[config.mk]
export PLATFORM = sky130hd
export DESIGN_NAME = dec_rat_recover_ctrl_flat
export DESIGN_NICKNAME = d
export VERILOG_FILES = /design/src/rtl/dec_rat_recover_ctrl_pkg.sv /design/src/rtl/dec_rat_recover_ctrl_if.sv /design/src/rtl/dec_rat_recover_lane_mux.sv /design/src/rtl/dec_rat_recover_ctrl.sv /design/src/flat_wrapper.sv
export SDC_FILE = /design/constraint.sdc
export NUM_CORES = 1
export LEC_CHECK = 0
export ABC_CLOCK_PERIOD_IN_PS = 1400
export CORE_ASPECT_RATIO = 0.9
export CORE_MARGIN = 2
export CORE_UTILIZATION = 25
export CTS_CLUSTER_SIZE = 25
export DETAILED_ROUTE_END_ITERATION = 10
export GPL_TIMING_DRIVEN = 0
export MAX_ROUTING_LAYER = met4
export PLACE_DENSITY = 0.87
export SYNTH_ARGS = -nofsm -noshare
export SYNTH_HDL_FRONTEND = slang
export SYNTH_HIERARCHICAL = 1
export SYNTH_SLANG_ARGS = --single-unit
[constraint.sdc]
create_clock -name clk -period 1.4 [get_ports clk]
set_input_delay 0.14 -clock clk [delete_from_list [all_inputs] [get_ports clk]]
set_output_delay 0.14 -clock clk [all_outputs]
set_load 0.01 [all_outputs]
[src/rtl/dec_rat_recover_ctrl_pkg.sv]
// ---------------------------------------------------------------------------
// dec_rat_recover_ctrl_pkg
// Shared rename-stage constants and the flush-recovery FSM encoding.
//   ARF_NUM / ARF_W : architectural register count and code width
//   PRF_W           : physical register code width
//   LANES           : speculative RAT write ports used per walk beat
//   BEATS / IDX_W   : walk length in beats and beat-index width
// ---------------------------------------------------------------------------
package dec_rat_recover_ctrl_pkg;

  localparam int ARF_NUM = 32;
  localparam int ARF_W   = 5;
  localparam int PRF_W   = 6;
  localparam int LANES   = 4;

  localparam int LANE_W  = $clog2(LANES);
  localparam int BEATS   = ARF_NUM / LANES;
  localparam int IDX_W   = $clog2(BEATS);

  localparam logic [IDX_W-1:0] IDX_LAST = IDX_W'(BEATS - 1);

  typedef enum logic [1:0] {
    IDLE = 2'd0,
    WALK = 2'd1,
    DONE = 2'd2
  } recover_state_t;

endpackage

[src/rtl/dec_rat_recover_ctrl_if.sv]
// ---------------------------------------------------------------------------
// dec_rat_recover_ctrl_if
// Speculative RAT write-port bundle used by the recovery walk.
//   o_srat_wren         : per-lane write enable        (master -> slave)
//   o_srat_wr_arf_code  : per-lane architectural code  (master -> slave)
//   o_srat_wr_prf_code  : per-lane physical code       (master -> slave)
//   i_srat_wr_ready     : RAT accepts the current beat (slave -> master)
// The i_/o_ prefixes are named from the recovery controller's side.
// ---------------------------------------------------------------------------
interface dec_rat_recover_ctrl_if;
  import dec_rat_recover_ctrl_pkg::*;

  logic [LANES-1:0]       o_srat_wren;
  logic [LANES*ARF_W-1:0] o_srat_wr_arf_code;
  logic [LANES*PRF_W-1:0] o_srat_wr_prf_code;
  logic                   i_srat_wr_ready;

  modport master (
    output o_srat_wren,
    output o_srat_wr_arf_code,
    output o_srat_wr_prf_code,
    input  i_srat_wr_ready
  );

  modport slave (
    input  o_srat_wren,
    input  o_srat_wr_arf_code,
    input  o_srat_wr_prf_code,
    output i_srat_wr_ready
  );

endinterface

[src/rtl/dec_rat_recover_lane_mux.sv]
// ---------------------------------------------------------------------------
// dec_rat_recover_lane_mux
// Picks the LANES ARAT entries addressed by one walk beat out of the flat
// ARAT read bus and builds the per-lane write port values.
//   i_walk                 : walk beat is being presented (gates all lanes)
//   i_ready                : RAT accepts the beat this cycle
//   i_idx                  : beat index
//   i_arat_flush_prf_code  : all ARAT entries, entry k at [k*PRF_W +: PRF_W]
//   o_wren / o_arf / o_prf : per-lane write enable, arch code, phys code
// ---------------------------------------------------------------------------
module dec_rat_recover_lane_mux
  import dec_rat_recover_ctrl_pkg::*;
(
  input  logic                     i_walk,
  input  logic                     i_ready,
  input  logic [IDX_W-1:0]         i_idx,
  input  logic [ARF_NUM*PRF_W-1:0] i_arat_flush_prf_code,
  output logic [LANES-1:0]         o_wren,
  output logic [LANES*ARF_W-1:0]   o_arf,
  output logic [LANES*PRF_W-1:0]   o_prf
);

  logic [PRF_W-1:0] w_arat_entry [ARF_NUM];

  genvar gi;

  generate
    for (gi = 0; gi < ARF_NUM; gi++) begin : g_entry
      assign w_arat_entry[gi] = i_arat_flush_prf_code[gi*PRF_W +: PRF_W];
    end

    for (gi = 0; gi < LANES; gi++) begin : g_lane
      localparam logic [LANE_W-1:0] LANE_ID = LANE_W'(gi);
      logic [ARF_W-1:0] w_arf;

      // Beats are LANES-aligned, so the lane number is just the low bits.
      assign w_arf = {i_idx, LANE_ID};

      // x0 is hard-wired zero in the RAT and must never be rewritten.
      assign o_wren[gi]                 = i_walk & i_ready & (w_arf != '0);
      assign o_arf[gi*ARF_W +: ARF_W]   = i_walk ? w_arf : '0;
      assign o_prf[gi*PRF_W +: PRF_W]   = i_walk ? w_arat_entry[w_arf] : '0;
    end
  endgenerate

endmodule

[src/rtl/dec_rat_recover_ctrl.sv]
// ---------------------------------------------------------------------------
// dec_rat_recover_ctrl
// Flush-recovery sequencer: on a ROB flush, copies the committed ARAT into
// the speculative RAT LANES entries per beat, holding rename and retire
// stalled for the whole walk, then pulses o_recover_done for one cycle.
//   clk, rst_n             : core clock, asynchronous active-low reset
//   i_flush_req            : single-cycle flush pulse from the ROB
//   i_arat_flush_prf_code  : all ARAT entries, entry k at [k*PRF_W +: PRF_W]
//   srat                   : speculative RAT write ports (master side)
//   o_rename_stall         : blocks rename/dispatch
//   o_retire_stall         : blocks ARAT retire writes
//   o_recover_done         : one-cycle completion pulse
// ---------------------------------------------------------------------------
module dec_rat_recover_ctrl
  import dec_rat_recover_ctrl_pkg::*;
(
  input  logic                     clk,
  input  logic                     rst_n,
  input  logic                     i_flush_req,
  input  logic [ARF_NUM*PRF_W-1:0] i_arat_flush_prf_code,
  dec_rat_recover_ctrl_if.master   srat,
  output logic                     o_rename_stall,
  output logic                     o_retire_stall,
  output logic                     o_recover_done
);

  recover_state_t r_state;
  logic [IDX_W-1:0] r_idx;

  logic                   w_walk;
  logic                   w_ready;
  logic                   w_stall;
  logic [LANES-1:0]       w_wren;
  logic [LANES*ARF_W-1:0] w_arf;
  logic [LANES*PRF_W-1:0] w_prf;

  assign w_walk  = (r_state == WALK);
  assign w_ready = srat.i_srat_wr_ready;

  dec_rat_recover_lane_mux u_lane_mux (
    .i_walk                (w_walk),
    .i_ready               (w_ready),
    .i_idx                 (r_idx),
    .i_arat_flush_prf_code (i_arat_flush_prf_code),
    .o_wren                (w_wren),
    .o_arf                 (w_arf),
    .o_prf                 (w_prf)
  );

  assign srat.o_srat_wren        = w_wren;
  assign srat.o_srat_wr_arf_code = w_arf;
  assign srat.o_srat_wr_prf_code = w_prf;

  // The flush term lets the stall cover the flush cycle itself, before the
  // state register has moved out of IDLE.
  assign w_stall        = (r_state != IDLE) | i_flush_req;
  assign o_rename_stall = w_stall;
  assign o_retire_stall = w_stall;

  // A flush landing on the DONE cycle restarts the walk, so the pulse would
  // be a false completion.
  assign o_recover_done = (r_state == DONE) & ~i_flush_req;

  always_ff @(posedge clk or negedge rst_n) begin
    if (!rst_n) begin
      r_state <= IDLE;
      r_idx   <= '0;
    end else begin
      case (r_state)
        IDLE: begin
          if (i_flush_req) begin
            r_state <= WALK;
            r_idx   <= '0;
          end
        end

        WALK: begin
          if (i_flush_req) begin
            // Any beat written this cycle is simply rewritten by the restart.
            r_idx <= '0;
          end else if (w_ready) begin
            // Incrementing past the last beat wraps the index back to zero.
            r_idx <= r_idx + IDX_W'(1);
            if (r_idx == IDX_LAST) begin
              r_state <= DONE;
            end
          end
        end

        DONE: begin
          if (i_flush_req) begin
            r_state <= WALK;
            r_idx   <= '0;
          end else begin
            r_state <= IDLE;
          end
        end

        default: begin
          r_state <= IDLE;
          r_idx   <= '0;
        end
      endcase
    end
  end

endmodule

[src/flat_wrapper.sv]
// flat-port wrapper written by rule: the top's interface ports become plain ports
module dec_rat_recover_ctrl_flat import dec_rat_recover_ctrl_pkg::*;
  (clk, rst_n, i_flush_req, i_arat_flush_prf_code, o_rename_stall, o_retire_stall, o_recover_done, srat_o_srat_wren, srat_o_srat_wr_arf_code, srat_o_srat_wr_prf_code, srat_i_srat_wr_ready);
  dec_rat_recover_ctrl_if srat_i ();
  input  logic clk;
  input  logic rst_n;
  input  logic i_flush_req;
  input  logic [ARF_NUM*PRF_W-1:0] i_arat_flush_prf_code;
  output logic o_rename_stall;
  output logic o_retire_stall;
  output logic o_recover_done;
  output wire logic [$bits(srat_i.o_srat_wren)-1:0] srat_o_srat_wren;
  output wire logic [$bits(srat_i.o_srat_wr_arf_code)-1:0] srat_o_srat_wr_arf_code;
  output wire logic [$bits(srat_i.o_srat_wr_prf_code)-1:0] srat_o_srat_wr_prf_code;
  input wire logic [$bits(srat_i.i_srat_wr_ready)-1:0] srat_i_srat_wr_ready;
  assign srat_o_srat_wren = srat_i.o_srat_wren;
  assign srat_o_srat_wr_arf_code = srat_i.o_srat_wr_arf_code;
  assign srat_o_srat_wr_prf_code = srat_i.o_srat_wr_prf_code;
  assign srat_i.i_srat_wr_ready = srat_i_srat_wr_ready;
  dec_rat_recover_ctrl u_core (.clk(clk), .rst_n(rst_n), .i_flush_req(i_flush_req), .i_arat_flush_prf_code(i_arat_flush_prf_code), .srat(srat_i), .o_rename_stall(o_rename_stall), .o_retire_stall(o_retire_stall), .o_recover_done(o_recover_done));
endmodule
==> impl_results.md, run 1 <==
* Asr flop ratio synth at 1.00
* Worst hold path class: primary input to asynchronous set/reset pin
* Yosys warns at 6
* Violated checks: setup timing
* Clk_lat worst skew at 220 ps
* Startpoint Class: flip-flop
* Via count at around 2800
* Initial antenna violation count at 0
* Clock slew at reported path FFs at 40 ps
* Final Instance Count excl. Fillers at 555
* Max H-tree Level at 1
* IO buf count at 242
* Fin crit period at 2040 ps
* Post-DRT Antenna Nets at 0
* P_int at 1.46 mW
* Total chip power at 2.04 mW
* Flops & latches, synth at 5
* Core ar. at ~8000 um2
* Crit Path Max Fanout at 5
* Placer Congestion at 0.942
* Sw frac at 0.285
* I/O Pins at 247
* Placed cell count at 511
* Tcrit/Tclk final at 1.45
* EDFF count, synth at 0
* Most common cell after layout, fill and taps aside: clkdlybuf4s50_1
* Leakage at 2.05 nW
* Area share of the largest cell type after synthesis at 0.525
* Hold-fix buffers, CTS at 0
* Layout Skew at between 1.5 and 2 ps
* Area delta synth->final at 157%
* Crit Path Category: flip-flop to primary output
* Max Freq at 491 MHz
* Area leader, netlist: mux4_2
* Status: finished, violations left
* Routed WL per cell at 19.6 um
* Clock Tree Buf Depth at 2
* Routed wire length at 10.9 mm
* DR vias/cell at 4.98
* Die area at between 8000 and 9000 um2
* Drt initial violations at 80
* Setup WS post-layout at -636 ps
* Initial Utilization at 0.257
* Synth Flop Type: dfrtp_1
* Hpwl dp at 8.47 mm
* Die height at 90.1 um
* Max-slew violation count at 0
* Clock power share at 0.129
* Diodes inserted at 0
* Pin count of the biggest net entering global routing at 11
* Logic pwr share at 0.795
* Sw Pwr at 0.581 mW
* GRT Util Overall at 0.237
* Post-synth cell types at 30
* Fillcell total at 623
* Max rail drop VDD at 327 uV
* Vias in the first global route at 3065
* Top cells by area, synth: mux4_2, mux2i_1, buf_4, dfrtp_1, nor2_1
* DRC errors left at 0
* Fin. Hold Viols at 0
* Maxcap violations at 0
* RSZ-0062 raised after global routing: yes
* CTS Buf Count at 3
* GRT overflow at 0
* Cell count after synthesis at 167
* Clock sink total at 5
* Sequential fraction of the synthesis area at 0.0608
* Final net count at 655
* Share of cells above drive strength 1 at 0.445
* Setup Viol. Count Final at 49
* CP Capture Type: primary output
* DR pass1 iterations at 4
* PD cells at 386 nW/um2
* CTS root buf: clkbuf_8
* Req. time, crit path at 1260 ps
* FP Rows at 31
* Most frequent cells in the layout: clkdlybuf4s50_1, buf_6, mux4_2
* Synthesized area per cell at 12.3 um2
* First-pass GRT wire length at ~16 mm
* Cell Area, Synth at 2060 um2
* Critical Path AT at ~1900 ps
* DIE WIDTH at 99.7 um
* Part of the power in registers at 0.077
* CTS tree: built
[critical path: stages (launching register included)]
cell	delay, ps
dfrtp_2	420
clkbuf_16	180
buf_12	120
mux4_2	510
mux2i_2	230
nor2_1	80
buf_2	140
[per-stage QoR]
stage	setup TNS, ps	setup slack, ps	hold WS, ps	util	area (um2)
2_1_floorplan	-2940	-123	-156	-	2080
3_3_place_gp	-28810	-907	364	0.576	4630
3_5_place_dp	-30320	-929	367	0.576	4630
4_1_cts	-17600	-646	136	0.646	5180
5_1_grt	-20010	-686	152	0.658	5290
6_report	-17290	-636	141	0.658	5290
[final cells by class]
type | count | area, um2 | share of cell area
Multi-Input combinational cell | 126 | 1750 | 0.332
Clock buffer | 4 | 45.0 | 0.00852
Inverter | 1 | 3.75 | 0.000710
Buffer | 36 | 429 | 0.0812
Sequential cell | 5 | 129 | 0.0244
Timing Repair Buffer | 284 | 2800 | 0.530
Tap cell | 99 | 124 | 0.0234
[routing by layer]
layer  GRT usage  vias to the layer above  routed length [um]
li1            -                     1235                   -
met1       0.255                     1353                3860
met2       0.445                      159                5990
met3      0.0389                       18                 813
met4      0.0639                        0                 208
met5           -                        -                   0
[registers in the layout, indices dropped and copies added, names as in the netlist]
name / cells
u_core/r_idx: 3
u_core/r_state: 2
[final timing paths]
path | depth (start not counted) | to | slack, ps | startpoint
worst max-delay path | 6 | srat_o_srat_wr_prf_code[20] | -640 | u_core/r_idx[0]
worst max register to register | 6 | u_core/r_idx[2] | -160 | u_core/r_idx[0]
max in group asynchronous | 1 | u_core/r_state[1] | 1050 | rst_n
worst min register to register | 3 | u_core/r_state[0] | 710 | u_core/r_state[0]
min in group clk | 3 | u_core/r_state[0] | 710 | u_core/r_state[0]
worst min-delay path | 1 | u_core/r_idx[2] | 140 | rst_n
[synth_stat cells (2+ instances only)]
master	n
mux4_2	48
nor2_1	24
nand2b_1	3
dfrtp_1	5
a21bo_2	2
buf_4	21
buf_6	2
mux2i_1	24
and2_1	4
nand3_1	2
buf_12	3
clkbuf_1	3
ha_1	2
buf_2	8
[cell families after synthesis]
family                     count (synthesis)  share of synthesized area
other                                      1                    0.00182
DFF                                        5                     0.0608
adders and majority gates                  2                     0.0121
AOI/OAI and AO/OA                          8                     0.0365
and+or+nand+nor                           40                     0.0966
buffers and inverters                     39                      0.151
muxes                                     72                      0.642
[power by group through the flow]
stage / registers, mW / logic (mW) / clock network [mW]
final: 0.156 / 1.62 / 0.263
after global routing: 0.157 / 1.71 / 0.282
after CTS: 0.157 / 1.64 / 0.266
after detailed placement: 0.157 / 1.50 / 0
after global placement: 0.156 / 1.47 / 0
after floorplan: 0.155 / 0.622 / 0
[timing repair]
action | CTS | global route
pin swaps | 3 | 13
endpoints found under the setup margin | 47 | 52
gates cloned | 6 | 0
resized for setup | 269 | 30
buffers inserted | 30 | 11
(Power assumes the default switching activity.)
==> inputs of run 2 (changes only) <==
--- a/config.mk
+++ b/config.mk
@@ -5,6 +5,7 @@
 export SDC_FILE = /design/constraint.sdc
 export NUM_CORES = 1
 export LEC_CHECK = 0
+export ABC_AREA = 0
 export ABC_CLOCK_PERIOD_IN_PS = 1400
 export CORE_ASPECT_RATIO = 0.9
 export CORE_MARGIN = 2
==> results of run 2 <==
Same layout as run 1: the final DEF is identical, and so are final timing and power.
